--- src/rtl/button_pulse.sv ---
// Push-button conditioner: 2-FF synchroniser, stable-time debounce FSM, one-cycle press pulse.
// Optional auto-repeat while held is enabled by defining BUTTON_PULSE_AUTO_REPEAT_EN.
module button_pulse #(
  parameter int unsigned DEBOUNCE_CYCLES = 500000,
  parameter int unsigned CNT_W           = 24,
  parameter bit          BTN_ACTIVE_LOW  = 1'b0
`ifdef BUTTON_PULSE_AUTO_REPEAT_EN
  ,
  parameter int unsigned REPEAT_DELAY    = 25000000,
  parameter int unsigned REPEAT_PERIOD   = 10000000
`endif
) (
  input  logic Clk,
  input  logic Reset_n,
  input  logic btn_in,
  output logic pulse,
  output logic level
);

  localparam logic [1:0] ST_IDLE          = 2'd0;
  localparam logic [1:0] ST_CHECK_PRESS   = 2'd1;
  localparam logic [1:0] ST_HELD          = 2'd2;
  localparam logic [1:0] ST_CHECK_RELEASE = 2'd3;

  localparam logic [CNT_W-1:0] CNT_LAST = CNT_W'(DEBOUNCE_CYCLES - 1);
  localparam logic [CNT_W-1:0] CNT_ONE  = CNT_W'(1);

  logic             pressed_raw;
  logic             s1_q, s2_q;
  logic [1:0]       state_q, state_d;
  logic [CNT_W-1:0] cnt_q, cnt_d;
  logic             pulse_q, pulse_d;
  logic             level_q, level_d;
  logic             press_pulse;

  // Normalise polarity before synchronising so everything downstream means "pressed".
  assign pressed_raw = btn_in ^ BTN_ACTIVE_LOW;

  always_ff @(posedge Clk or negedge Reset_n) begin
    if (!Reset_n) begin
      s1_q <= 1'b0;
      s2_q <= 1'b0;
    end else begin
      s1_q <= pressed_raw;
      s2_q <= s1_q;
    end
  end

  always_comb begin
    state_d     = state_q;
    cnt_d       = cnt_q;
    press_pulse = 1'b0;
    case (state_q)
      ST_IDLE: begin
        if (s2_q) begin
          state_d = ST_CHECK_PRESS;
          cnt_d   = '0;
        end
      end
      ST_CHECK_PRESS: begin
        if (!s2_q) begin
          state_d = ST_IDLE;
          cnt_d   = '0;
        end else if (cnt_q == CNT_LAST) begin
          state_d     = ST_HELD;
          cnt_d       = '0;
          press_pulse = 1'b1;
        end else begin
          cnt_d = cnt_q + CNT_ONE;
        end
      end
      ST_HELD: begin
        if (!s2_q) begin
          state_d = ST_CHECK_RELEASE;
          cnt_d   = '0;
        end
      end
      ST_CHECK_RELEASE: begin
        if (s2_q) begin
          state_d = ST_HELD;
          cnt_d   = '0;
        end else if (cnt_q == CNT_LAST) begin
          state_d = ST_IDLE;
          cnt_d   = '0;
        end else begin
          cnt_d = cnt_q + CNT_ONE;
        end
      end
      default: begin
        state_d = ST_IDLE;
        cnt_d   = '0;
      end
    endcase
    level_d = (state_d == ST_HELD) || (state_d == ST_CHECK_RELEASE);
  end

`ifdef BUTTON_PULSE_AUTO_REPEAT_EN
  localparam int unsigned RPT_MAX = (REPEAT_DELAY > REPEAT_PERIOD) ? REPEAT_DELAY : REPEAT_PERIOD;
  localparam int unsigned RPT_W   = $clog2(RPT_MAX + 1);
  localparam logic [RPT_W-1:0] RPT_DELAY_LAST  = RPT_W'(REPEAT_DELAY - 1);
  localparam logic [RPT_W-1:0] RPT_PERIOD_LAST = RPT_W'(REPEAT_PERIOD - 1);
  localparam logic [RPT_W-1:0] RPT_ONE         = RPT_W'(1);

  logic [RPT_W-1:0] rpt_cnt_q, rpt_cnt_d;
  logic             rpt_armed_q, rpt_armed_d;
  logic             rpt_pulse;

  // Counts only while resting in HELD; CHECK_RELEASE freezes it so a release bounce resumes.
  always_comb begin
    rpt_cnt_d   = rpt_cnt_q;
    rpt_armed_d = rpt_armed_q;
    rpt_pulse   = 1'b0;
    if (state_q == ST_HELD && s2_q) begin
      if (rpt_cnt_q == (rpt_armed_q ? RPT_PERIOD_LAST : RPT_DELAY_LAST)) begin
        rpt_pulse   = 1'b1;
        rpt_cnt_d   = '0;
        rpt_armed_d = 1'b1;
      end else begin
        rpt_cnt_d = rpt_cnt_q + RPT_ONE;
      end
    end else if ((state_q == ST_CHECK_PRESS && state_d == ST_HELD) ||
                 (state_q == ST_CHECK_RELEASE && state_d == ST_IDLE)) begin
      rpt_cnt_d   = '0;
      rpt_armed_d = 1'b0;
    end
    pulse_d = press_pulse | rpt_pulse;
  end

  always_ff @(posedge Clk or negedge Reset_n) begin
    if (!Reset_n) begin
      rpt_cnt_q   <= '0;
      rpt_armed_q <= 1'b0;
    end else begin
      rpt_cnt_q   <= rpt_cnt_d;
      rpt_armed_q <= rpt_armed_d;
    end
  end
`else
  assign pulse_d = press_pulse;
`endif

  always_ff @(posedge Clk or negedge Reset_n) begin
    if (!Reset_n) begin
      state_q <= ST_IDLE;
      cnt_q   <= '0;
      pulse_q <= 1'b0;
      level_q <= 1'b0;
    end else begin
      state_q <= state_d;
      cnt_q   <= cnt_d;
      pulse_q <= pulse_d;
      level_q <= level_d;
    end
  end

  assign pulse = pulse_q;
  assign level = level_q;

endmodule

--- config.mk ---
export PLATFORM = sky130hd
export DESIGN_NAME = button_pulse
export DESIGN_NICKNAME = d
export VERILOG_FILES = /design/src/rtl/button_pulse.sv
export SDC_FILE = /design/constraint.sdc
export NUM_CORES = 1
export LEC_CHECK = 0
export CAP_MARGIN = 10
export CELL_PAD_IN_SITES_DETAIL_PLACEMENT = 0
export CELL_PAD_IN_SITES_GLOBAL_PLACEMENT = 2
export CORE_MARGIN = 10
export CORE_UTILIZATION = 42
export DETAILED_ROUTE_END_ITERATION = 10
export PLACE_DENSITY = 0.83
export REMOVE_ABC_BUFFERS = 1
export SLEW_MARGIN = 40
export SYNTH_ARGS = -nofsm -noshare
export SYNTH_HDL_FRONTEND = slang
export SYNTH_SLANG_ARGS = --single-unit
--- constraint.sdc ---
create_clock -name Clk -period 6.1 [get_ports Clk]
set_clock_uncertainty 0.2 [all_clocks]
set_input_delay 1.525 -clock Clk [delete_from_list [all_inputs] [get_ports Clk]]
set_output_delay 1.525 -clock Clk [all_outputs]
set_load 0.02 [all_outputs]
Word-level counts from Yosys, hierarchy flattened
Index checks and enable logic that the tools add are counted.

word-level totals
  logic and storage cells = 34
  flip-flop bits (word level) = 30
  output and inout bits = 2
  bits of input ports = 3

cells by class
  equal/unequal tests = 8
  add/subtract/negate cells = 1
  multiplexer cells = 16
  reductions and logical operators = 3

operator list
  kind                                                   count
  2-to-1 mux 24 bit                                      5
  case mux 24 bit (4 select lines)                       1
  adder 24 x 1 -> 24 bit, second input constant          1
  equality test 24 x 19 -> 1 bit, second input constant  1
  2-to-1 mux 2 bit                                       6
  equality test 2 bit, second input constant             4
  case mux 2 bit (4 select lines)                        1
  inequality test 2 bit, second input constant           2
  2-to-1 mux 1 bit                                       3
  equality test 2 x 1 -> 1 bit, second input constant    1
  zero test 2 bit                                        1
  AND reduction 2 bit                                    1
  logical OR 1 bit                                       1

Longest topological paths before layout
  word-level depth = 6
  depth in mapped cells = 8
  mapped depth without buffers = 6

Worst setup path after synthesis
OpenSTA, ideal clock, no wires.

  path kind = register to output
  start point = register level_q, in the netlist level
  end point = output port level
  slack = 3.913 ns
  data required time = 4.375 ns
  arrival = 0.462 ns
  cell stages (with the launch flop) = 1
  path through = dfrtp_1

RTL lines
  what                    RTL line  text
  start, declared         33        logic level_q, level_d;
  start signal, assigned  152       level_q <= level_d;
  end, declared           17        output logic level

No word-level cell between the ends.

Worst setup path in the final report
  start point = register level_q, in the netlist level
  end point = output port level

No word-level cell between the ends.

==> reports/qor.txt <==
outcome = complete, no violations
Worst-path clk slew = 0.06 ns
DP Wirelength = 2.39 mm
via/cell ratio = 6.00
CTS tree = yes
IO Port Bufs = 4
max_cap viols = 0
Final period util = 49.7%
# H-tree levels = 2
Post-Layout Cell Count = 217
Final min period = 3.03 ns
TritonCTS buffer count = 5
fmax = 330 MHz
NumNets Final = 172
Bufs on Longest Clock Path = 2
Critical R2R Launch = cnt_q[0]
insertion delay to the later sink of the worst-skew pair = 0.29 ns
dominant synthesized flop cell = dfrtp_1
Worst Setup End Kind = primary output
Final Hold Fails = 0
initial core utilization = 43.3%
critical-path cell list = clkdlybuf4s50_1
Vias = 1303
critical path class = register to primary output
Syn Area/Cell = 9.66 um^2
first-pass GRT wire length = 6.10 mm
Setup violations, final = 0
fin. max-slew vios = 0
routability cong. = 0.800
Overall Power = 0.426 mW
synth-to-layout area growth = 11.0%
FFs w/ async S/R, synth = 100%
CP required = 4.38 ns
Synth Register Bits = 29
largest net degree at the start of global routing = 30
CP arrival = 1.31 ns
Mapped Area = 0.00158 mm^2
Mapped Cells = 164
Crit path largest cell delay = 0.63 ns
HP Class = register to register
grt ovf = 0
Yosys cell types = 35
critical-path maximum fanout = 4
slew margin rel. = 46.8%
DRT iter0 DRCs = 105
Worst VDD drop = 0.149 mV
Setup Fix Bufs, Post-CTS = 0
Die Height = 81.4 um
vias in the first global route = 1250
fillers = 347
hold_sp = s1_q
n_diodes = 0
CP startpoint kind = register
Setup TNS = 0 ns
initial antenna violation count = 0
Routed WL = 3.53 mm
core area = 0.00366 mm^2
fraction of layout cells with a size suffix above 1 = 11.8%
CP Launch Point = level
commonest non-fill, non-tap cell in the layout = dfrtp_1
Die Area = 0.00663 mm^2
Synth warnings = 0
WL per Instance = 16.3 um
Static Leak = 0.754 nW
Post-CTS Hold Buffers = 0
most frequent cells in the layout = dfrtp_1, nand2_1, a21oi_1, a31oi_1, nand3_1
P per Cell Area = 242 mW/mm^2
RSZ-0062 raised after global routing = false
CTS Root Cell = clkbuf_8
TritonRoute pass-1 iters = 4
Site Rows = 22
EDFF count, synth = 0
CP max stage cell = clkdlybuf4s50_1
worst-margin pin slew = 0.792 ns
Die Wd = 81.4 um
GR Util All Layers = 12.2%
antenna viol nets, final = 0
Top delay family on crit path = buffers and inverters
PostCTS Resize Cnt = 0
IO Pins = 5
CP bufs+invs = 1
register area share after synthesis = 45.8%
DRC violations left = 0
clk sink count = 29
placed cells = 209
## final cells by class
class                      count  area, um^2  area share [%]
inverter                       2        7.51           0.427
clock inverter                 1        30.0            1.71
clock buffer                   7        86.3            4.91
sequential                    29         726            41.3
tap                           48        60.1            3.42
timing repair buffer           6        55.1            3.13
multi-input combinational    124         793            45.1
## metrics by stage
| step | utilization, % | instance area [um^2] | worst slack [ns] | hold WS, ns |
|---|---|---|---|---|
| after floorplan | - | 1520 | 3.55 | 0.131 |
| after global placement | 44.8 | 1640 | 3.39 | 0.137 |
| after detailed placement | 44.8 | 1640 | 3.35 | 0.145 |
| after CTS | 48.0 | 1760 | 3.04 | 0.160 |
| after global routing | 48.0 | 1760 | 3.00 | 0.168 |
| final | 48.0 | 1760 | 3.07 | 0.155 |
## worst paths after layout
check	endpoint	slack (ns)	cells past startpoint
min	s2_q	0.16	0
max in group asynchronous	cnt_q[2]	3.99	2
min reg2reg	s2_q	0.16	0
min in group asynchronous	cnt_q[3]	1.43	2
max reg2reg	cnt_q[15]	3.43	7
max	level	3.07	1
## kinds of logic (layout without fill, tap and decap cells)
kind of cell             after synthesis  count (layout)  share of synthesized area, %
adder cells (fa/ha/maj)                1               1                         0.790
buffers and inverters                 11              16                          4.27
flip-flops                            29              29                          45.8
XOR/XNOR                               3               3                          1.66
AO/OA/AOI/OAI                         51              51                          21.0
AND/OR/NAND/NOR                       66              66                          24.4
multiplexers                           3               3                          2.05
## state kept, by name, summed over array words and instances, names as in the netlist
signal / count
state_q: 1
level: 1
cnt_q: 24
s1_q: 1
s2_q: 1
pulse: 1
## synthesized netlist by cell type, types with 4 or more instances
library cell,number,area share (%)
dfrtp_1,29,46
nand2_1,18,4.3
a21oi_1,13,4.1
a31oi_1,13,5.1
nand3_1,12,3.8
nor2_1,10,2.4
a22o_1,8,4.4
o21ai_0,7,2.2
a21o_1,5,2.4
nand4_1,5,2.0
a41oi_1,4,2.2
and3_1,4,1.6
## worst reg2reg max path: cells and delay by family, from the launching register on
kind,cells,cell delay (ns)
buffers and inverters,1,0.40
adder cells (fa/ha/maj),1,0.28
AND/OR/NAND/NOR,2,0.38
AO/OA/AOI/OAI,3,0.89
flip-flops,1,0.44
## per-layer routing
metal | wire [um] | global-route usage [%] | up-vias
li1 | - | - | 635
met1 | 1690 | 15.2 | 636
met2 | 1640 | 18.1 | 22
met3 | 106 | 3.06 | 10
met4 | 100 | 8.30 | 0
met5 | 0 | 0 | -
## power breakdown
part	switching (mW)	leakage (nW)	internal, mW
combinational	0.0144	0.299	0.00721
clock	0.0743	0.0585	0.133
sequential	0.00247	0.397	0.195
total	0.0911	0.754	0.335
Power figures use the tool's default switching activity.
